`config.mk`:
```
export PLATFORM = sky130hd
export DESIGN_NAME = block_packer
export DESIGN_NICKNAME = d
export VERILOG_FILES = /design/src/rtl/block_packer.sv
export SDC_FILE = /design/constraint.sdc
export NUM_CORES = 1
export LEC_CHECK = 0
export ABC_AREA = 0
export ABC_CLOCK_PERIOD_IN_PS = 2000
export CORE_ASPECT_RATIO = 0.6
export CORE_MARGIN = 2
export CORE_UTILIZATION = 49
export CTS_CLUSTER_SIZE = 24
export DETAILED_ROUTE_END_ITERATION = 8
export GPL_TIMING_DRIVEN = 1
export PLACE_DENSITY_LB_ADDON = 0.1
export SKIP_CTS_REPAIR_TIMING = 1
export SYNTH_ARGS = -nofsm -noshare
export SYNTH_HDL_FRONTEND = slang
export SYNTH_SLANG_ARGS = --single-unit
```
`constraint.sdc`:
```
create_clock -name clk -period 2 [get_ports clk]
set_clock_uncertainty 0.15 [all_clocks]
set_input_delay 0.2 -clock clk [delete_from_list [all_inputs] [get_ports clk]]
set_output_delay 0.2 -clock clk [all_outputs]
set_load 0.03 [all_outputs]
```
`src/rtl/block_packer.sv`:
```
// -----------------------------------------------------------------------------
// block_packer
//   Byte/block adapter between the I2C slave byte interface and the DES
//   datapath.  The RX side packs received bytes into one block (first byte
//   in the most significant byte) and holds it until the controller
//   acknowledges it.  The TX side unpacks a result block into bytes, most
//   significant byte first, and pulses next_data once the block is used up.
//
// Parameters
//   NUM_BYTES    bytes per block; block width is 8*NUM_BYTES (64 by default)
//
// Ports
//   clk          system clock
//   n_rst        asynchronous, active-low reset
//   rx_byte      byte from the I2C slave
//   rx_valid     rx_byte valid, one-cycle pulse per byte
//   i2c_stop     one-cycle pulse, STOP condition seen
//   block_ack    controller has consumed data_block
//   data_ready   data_block holds a complete block
//   data_block   packed block, first received byte in the top byte
//   overrun      one-cycle pulse, byte dropped because the RX block is full
//   tx_load      capture tx_block into the TX shift register
//   tx_block     result block from the DES/SRAM read path
//   tx_byte_req  I2C slave requests the next byte, one-cycle pulse
//   tx_byte      current byte to transmit
//   next_data    one-cycle pulse, last TX byte has been taken
//
// Build option
//   PAD_FLUSH_EN  when defined, a STOP on a partial RX block zero-fills it and
//                 presents it as complete; when undefined the partial block
//                 is discarded.
// -----------------------------------------------------------------------------
module block_packer #(
    parameter int NUM_BYTES = 8
) (
    input  logic                   clk,
    input  logic                   n_rst,
    input  logic [7:0]             rx_byte,
    input  logic                   rx_valid,
    input  logic                   i2c_stop,
    input  logic                   block_ack,
    output logic                   data_ready,
    output logic [8*NUM_BYTES-1:0] data_block,
    output logic                   overrun,
    input  logic                   tx_load,
    input  logic [8*NUM_BYTES-1:0] tx_block,
    input  logic                   tx_byte_req,
    output logic [7:0]             tx_byte,
    output logic                   next_data
);

    localparam int W  = 8 * NUM_BYTES;
    localparam int CW = $clog2(NUM_BYTES + 1);

    localparam logic [1:0] ST_IDLE = 2'd0;
    localparam logic [1:0] ST_FILL = 2'd1;
    localparam logic [1:0] ST_FULL = 2'd2;

    logic [1:0]    state;
    logic [1:0]    state_nxt;
    logic [CW-1:0] cnt;
    logic [CW-1:0] cnt_nxt;
    logic [W-1:0]  block_nxt;
    logic          ready_nxt;
    logic          overrun_nxt;

    logic [W-1:0]  tx_shift;
    logic [CW-1:0] tx_cnt;

    // RX next-state logic.  The first byte of every block clears the whole
    // block register, so the unused tail is already zero when a STOP arrives
    // early; padding then needs no extra write.  The byte of the current
    // cycle is accounted for first, and only then is the resulting byte
    // count classified (complete / partial) and the STOP applied.  A block
    // sitting in FULL always carries cnt == NUM_BYTES so that it is never
    // mistaken for a partial block.
    always_comb begin
        state_nxt   = state;
        cnt_nxt     = cnt;
        block_nxt   = data_block;
        ready_nxt   = data_ready;
        overrun_nxt = 1'b0;

        case (state)
            ST_IDLE: begin
                if (rx_valid) begin
                    block_nxt          = '0;
                    block_nxt[W-1 -: 8] = rx_byte;
                    cnt_nxt            = CW'(1);
                end
            end
            ST_FILL: begin
                if (rx_valid) begin
                    for (int i = 0; i < NUM_BYTES; i++) begin
                        if (cnt == CW'(i)) begin
                            block_nxt[(NUM_BYTES-1-i)*8 +: 8] = rx_byte;
                        end
                    end
                    cnt_nxt = cnt + CW'(1);
                end
            end
            ST_FULL: begin
                if (block_ack) begin
                    ready_nxt = 1'b0;
                    state_nxt = ST_IDLE;
                    cnt_nxt   = '0;
                    if (rx_valid) begin
                        block_nxt          = '0;
                        block_nxt[W-1 -: 8] = rx_byte;
                        cnt_nxt            = CW'(1);
                    end
                end else if (rx_valid) begin
                    overrun_nxt = 1'b1;
                end
            end
            default: begin
                state_nxt = ST_IDLE;
                cnt_nxt   = '0;
                ready_nxt = 1'b0;
            end
        endcase

        if (cnt_nxt == CW'(NUM_BYTES)) begin
            state_nxt = ST_FULL;
            ready_nxt = 1'b1;
        end else if (cnt_nxt != '0) begin
            if (i2c_stop) begin
`ifdef PAD_FLUSH_EN
                state_nxt = ST_FULL;
                cnt_nxt   = CW'(NUM_BYTES);
                ready_nxt = 1'b1;
`else
                state_nxt = ST_IDLE;
                cnt_nxt   = '0;
`endif
            end else begin
                state_nxt = ST_FILL;
            end
        end
    end

    // RX registers, including the registered data_ready / overrun outputs.
    always_ff @(posedge clk or negedge n_rst) begin
        if (!n_rst) begin
            state      <= ST_IDLE;
            cnt        <= '0;
            data_block <= '0;
            data_ready <= 1'b0;
            overrun    <= 1'b0;
        end else begin
            state      <= state_nxt;
            cnt        <= cnt_nxt;
            data_block <= block_nxt;
            data_ready <= ready_nxt;
            overrun    <= overrun_nxt;
        end
    end

    // TX unpacker.  tx_byte is registered and always mirrors the top byte of
    // the shift register while bytes remain; the byte that becomes current
    // after a request is therefore taken from the second byte of the
    // pre-shift register.  Once the block is exhausted tx_byte idles at FF,
    // and a load always beats a same-cycle request.
    always_ff @(posedge clk or negedge n_rst) begin
        if (!n_rst) begin
            tx_shift  <= '0;
            tx_cnt    <= '0;
            tx_byte   <= 8'h00;
            next_data <= 1'b0;
        end else if (tx_load) begin
            tx_shift  <= tx_block;
            tx_cnt    <= CW'(NUM_BYTES);
            tx_byte   <= tx_block[W-1 -: 8];
            next_data <= 1'b0;
        end else if (tx_byte_req && (tx_cnt != '0)) begin
            tx_shift <= tx_shift << 8;
            tx_cnt   <= tx_cnt - CW'(1);
            if (tx_cnt == CW'(1)) begin
                tx_byte   <= 8'hFF;
                next_data <= 1'b1;
            end else begin
                tx_byte   <= tx_shift[W-9 -: 8];
                next_data <= 1'b0;
            end
        end else begin
            if (tx_byte_req) begin
                tx_byte <= 8'hFF;
            end
            next_data <= 1'b0;
        end
    end

endmodule

```
* Word-level counts from Yosys, hierarchy flattened
Index checks and enable logic that the tools add are counted.
** Storage, ports and cells
- Register bits :: 141
- Latch bits :: 0
- Memory bits (writable) :: 0
- Bits in read-only memories :: 0
- Input bits :: 79
- Output and inout port bits :: 75
- Logic and storage cells :: 104
- Memories kept :: 0
** Cells by class
- $add $sub $neg :: 2
- Multiply operators :: 0
- Div/mod/pow operators :: 0
- Order comparisons :: 0
- Equal/unequal tests :: 25
- Shift-type cells :: 0
- Multiplexer cells :: 42
- Bitwise gates (word level) :: 0
- Reductions and logical operators :: 19
** Operators with widths (count)
- $mux 64 :: 3
- $pmux 64 s3 :: 1
- $mux 56 :: 2
- $mux 8 :: 12
- $mux 4 :: 8
- $reduce_and 4->1 :: 8
- $ne 2x2->1 const B :: 10
- $eq 4x3->1 const B :: 4
- $pmux 4 s3 :: 1
- $mux 1 :: 10
- $eq 4x1->1 const B :: 2
- $eq 4x2->1 const B :: 2
- $reduce_bool 4->1 :: 2
- $mux 2 :: 3
- $reduce_bool 3->1 :: 2
- $add 4x1->4 const B :: 1
- $eq 4x4->1 const B :: 1
- $logic_not 4->1 :: 1
- $ne 4x4->1 const B :: 1
- $pmux 2 s2 :: 1
- $reduce_and 2->1 :: 2
- $sub 4x1->4 const B :: 1
- $ne 3x1->1 const B :: 1
- $ne 3x3->1 const B :: 1
- 8 further kinds :: 8

* Longest topological paths before layout
Gate-level depths: netlist (run 1).
- Depth after elaboration :: 6
- Mapped depth :: 7
- Gate-level depth less buffers :: 6

* Worst setup path after synthesis (run 1)
Ideal clock, no wire load.
- Path kind :: register to register
- From :: reg cnt[0]
- To :: reg state[0]
- Setup time :: 0.127 ns
- Arrival time :: 1.481 ns
- Data required time :: 1.723 ns
- Path slack :: 0.242 ns
- Cell stages (with the launch flop) :: 7
- Buffers on the path :: 0
- Clock period less this slack :: 1.758 ns
- Cell sequence :: dfrtp_1 > inv_1 > ha_1 > and4b_1 > a211oi_2 > nand4b_1 > mux2i_1
** Between the ends
- Word-level cells in the longest chain between the ends :: 6
- Elaborated cells between the ends (all ways) :: 12
- Classes of those cells :: 1 x add/sub; 3 x eq/ne; 6 x mux; 2 x reduce/logical
** RTL lines
- start, declared :: line 61 : logic [CW-1:0] cnt;
- start signal, assigned :: line 152 : cnt <= cnt_nxt;
- $add 4x1->4 :: line 99 : cnt_nxt = cnt + CW'(1);
- $mux 4 :: line 93 : if (rx_valid) begin
- $pmux 4 s3 * :: line 84 : case (state)
- $eq 4x4->1 / $reduce_bool 4->1 (equally long branches) :: line 123, 126
- $ne 4x4->1 (no line) (tied with other cells)
- $reduce_and 2->1 (no line) / $mux 2 (equally long branches)
- end signal, assigned :: line 151 : state <= state_nxt;
- end, declared :: line 59 : logic [1:0] state;
Every way passes the cells marked *; elsewhere a longest branch is shown, timed or not.
A chain may end at the register's enable or synchronous reset.

* Worst setup path in the final report (run 1)
- From :: reg cnt[0]
- To :: reg cnt[3]
** Between the ends
- Word-level cells in the longest chain between the ends :: 6
- Elaborated cells between the ends (all ways) :: 10
- Classes of those cells :: 1 x add/sub; 1 x eq/ne; 7 x mux; 1 x reduce/logical
** RTL lines
- $add 4x1->4 :: line 99
- $mux 4 :: line 93
- $pmux 4 s3 * :: line 84
- $reduce_bool 4->1 / $mux 4 (equally long branches) :: line 126, 127
- $mux 4 :: line 126 : end else if (cnt_nxt != '0) begin
- $mux 4 * :: line 123 : if (cnt_nxt == CW'(NUM_BYTES)) begin
- named net cnt_nxt[3] :: line 62 : logic [CW-1:0] cnt_nxt;
The timed path passes the listed nets; every way through them passes the cells marked *.

==> impl_metrics.env, run 1 <==
export IMPL_cp_depth=6
export IMPL_p_sw_w=0.003978
export IMPL_period_share_pct=97.26
export IMPL_cp_arrival_ns=2.12
export IMPL_grt_max_degree=84
export IMPL_pwr_share_comb_pct=37.3
export IMPL_holdCritStartpoint="tx_load"
export IMPL_seq_area_mm2=0.003531
export IMPL_wl_met1_um=7342
export IMPL_powerDensity_mw_per_mm2=1320
export IMPL_vias_per_cell=5.217
export IMPL_setup_tns_ns=0
export IMPL_ant_nets=0
export IMPL_firstDrtPassIters=4
export IMPL_slew_viol_final=0
export IMPL_synth_top_flop_cell="dfrtp_1"
export IMPL_cp_slowest_cell="dfrtp_1"
export IMPL_synth_cell_type_count=43
export IMPL_cts_sinks=141
export IMPL_drv_cap=0
export IMPL_cts_root_buf="clkbuf_16"
export IMPL_grt_pass1_vias=4568
export IMPL_yosysSeqAreaShare_pct=56.72
export IMPL_cp_top_family="compound AO/OA/AOI/OAI gates"
export IMPL_timing_fmax_ghz=0.5141
export IMPL_pin_count=154
export IMPL_highest_layer="met4"
export IMPL_final_area_mm2=0.008728
export IMPL_r2r_worst_path_cells=6
export IMPL_setup_viol=0
export IMPL_end_kind="flop"
export IMPL_grt_ovfl_total=0
export IMPL_vias=4492
export IMPL_synth_edff_count=0
export IMPL_synth_area_mm2=0.006221
export IMPL_layout_cells_most_common_list="clkdlybuf4s50_1 (151), dfrtp_1 (139), nand2_1 (74)"
export IMPL_rsz0062_at_grt="true"
export IMPL_cp_start_kind="flop"
export IMPL_path_max_fanout=4
export IMPL_vdd_ir_drop_max_mv=1.038
export IMPL_areaGrowthSynthToFinish_pct=40.31
export IMPL_grt_use_total_pct=23.08
export IMPL_final_common_cell="clkdlybuf4s50_1"
export IMPL_crit_type="reg -> reg"
export IMPL_met2_length_um=6332
export IMPL_swShare_pct=34.52
export IMPL_routedWlPerCell_um=17.36
export IMPL_htree_levels=4
export IMPL_fin_nets=769
export IMPL_pwr_share_clk_pct=28.3
export IMPL_gp_congestion=0.7770
export IMPL_numPortBuffers=153
export IMPL_syn_avg_cell_area_um2=12.10
export IMPL_std_cell_rows=31
export IMPL_multi_input_area_mm2=0.002520
export IMPL_tightest_slew_ns=0.5666
export IMPL_hold_viol=0
export IMPL_dr_first_iter_drc_count=178
export IMPL_cts_buffers=17
export IMPL_cts_tree="done"
export IMPL_slew_headroom_pct=62.23
export IMPL_cpPeakStageDelay_ns=0.39
export IMPL_r2r_start="cnt[0]$_DFF_PN0_"
export IMPL_hp_class="in -> reg"
export IMPL_drive_gt1_share_pct=21.15
export IMPL_n_fill_cell=885
export IMPL_min_path_cells=2
export IMPL_wl_met3_um=1119
export IMPL_drt_wl_total_um=14950
export IMPL_seq_power_share_pct=34.4
export IMPL_crit_buf_inv=1
export IMPL_worst_endpoint_required_ns=2.17
export IMPL_antenna_found_initial=0
export IMPL_max_clock_path_buffers=2
export IMPL_syn_nets=601
export IMPL_status="complete, no violations"
export IMPL_start_util_pct=50.92
export IMPL_fp_dieH_um=91.28
export IMPL_period_minus_slack_ns=1.945
export IMPL_syn_inst=514
export IMPL_die_w_um=149.5
export IMPL_final_util_pct=71.44
export IMPL_ys_ff_latch=141
export IMPL_clk_pin_slew_worst_paths_ns=0.06
export IMPL_p_int_w=0.007545
export IMPL_core_mm2=0.01222
export IMPL_drc=0
export IMPL_async_flop_share_pct=100.0
export IMPL_insertion_delay_ns=0.42
export IMPL_hpwl_um=10750
export IMPL_place_area_mm2=0.008080
export IMPL_crit_chain="inv_1 -> ha_1 -> nand2b_1 -> a32oi_2 -> nand4b_1 -> a21oi_2"
export IMPL_leakage_nw=3.924
export IMPL_crit_path_start="cnt[0]$_DFF_PN0_"
export IMPL_ys_warn_count=0
export IMPL_grt_pass1_wl_um=24230
export IMPL_p_total_w=0.01152
export IMPL_die_area_mm2=0.01364
state kept, by name (all words and copies together) (netlist names):
register and flops:
data_block 64, tx_shift 56, tx_byte 8, cnt 4, tx_cnt 4, state 2
data_ready 1, next_data 1, overrun 1
cell type report:
type,instances,share of cell area [%]
Tap cell,165,2.365
Inverter,9,0.3870
Multi-Input combinational cell,335,28.87
Sequential cell,141,40.45
Timing Repair Buffer,178,20.90
Clock buffer,17,4.874
Antenna cell,1,0.02867
Clock inverter,15,2.122
cells in the mapped netlist (2+ instances only):
master	number	share of area, %
and2b_1	2	0.24
o21ai_0	60	4.8
clkbuf_1	14	0.84
or3_1	2	0.20
nor2_1	7	0.42
dfrtp_1	141	57
mux2_2	64	12
nor2b_1	4	0.40
buf_2	6	0.48
buf_6	4	0.72
nand2_1	74	4.5
nand3b_1	2	0.24
nand2b_1	11	1.1
nand4b_1	2	0.28
ha_1	8	1.6
inv_1	8	0.48
xnor2_1	2	0.28
and2_0	8	0.80
a21oi_1	5	0.40
a21oi_2	4	0.56
o221a_2	8	1.4
a21o_1	4	0.48
or2_2	2	0.20
mux2i_1	49	7.9
buf_4	5	0.60
power groups by stage:
stage	Combinational [W]	Sequential [W]	Clock, W
finish	0.00430	0.00396	0.00326
global route	0.00455	0.00405	0.00341
CTS	0.00431	0.00396	0.00329
detailed placement	0.00428	0.00400	0
global placement	0.00420	0.00397	0
floorplan	0.00141	0.00497	0
path summary, 6_finish.rpt:
kind,to,slack (ns)
max,cnt[3]$_DFF_PN0_,0.05
min,tx_cnt[0]$_DFFE_PN0P_,0.08
max reg2reg,cnt[3]$_DFF_PN0_,0.05
min reg2reg,data_block[13]$_DFFE_PN0P_,0.36
max in group asynchronous,data_block[33]$_DFFE_PN0P_,0.95
min in group asynchronous,tx_shift[1]$_DFFE_PN0P_,0.11
per-layer routing:
metal | track usage, % | vias to the layer above
met5 | 0 | -
met4 | 6.349 | 0
met3 | 6.332 | 18
met2 | 32.76 | 128
met1 | 34.69 | 2213
li1 | - | 2133
stage by stage:
step	hold slack (ns)	std cells	setup slack, ns
2_1_floorplan	-0.2456	514	0.2417
3_3_place_gp	0.0001176	827	-0.1523
3_5_place_dp	-0.001233	827	-0.2038
4_1_cts	-0.4420	859	-0.04853
5_1_grt	0.1081	860	-0.01115
6_report	0.08069	861	0.05490
kinds of logic (layout without fill, tap and decap cells):
group	Yosys count	in the layout	synth area share, %
flops	141	141	56.72
xor+xnor	2	2	0.2816
buf+inv	38	219	3.198
compound gates	89	89	9.071
fa+ha+maj	8	8	1.609
other cells	0	1	0
mux	114	114	19.65
simple gates	122	122	9.473
Note: power is estimated with default switching activity, not from simulation.
==> run 2, diff against run 1 <==
--- a/config.mk
+++ b/config.mk
@@ -15,6 +15,7 @@
 export GPL_TIMING_DRIVEN = 1
 export PLACE_DENSITY_LB_ADDON = 0.1
 export SKIP_CTS_REPAIR_TIMING = 1
+export SLEW_MARGIN = 25
 export SYNTH_ARGS = -nofsm -noshare
 export SYNTH_HDL_FRONTEND = slang
 export SYNTH_SLANG_ARGS = --single-unit
==> results of run 2 <==
Final layout, timing and power as in run 1 (identical DEF).
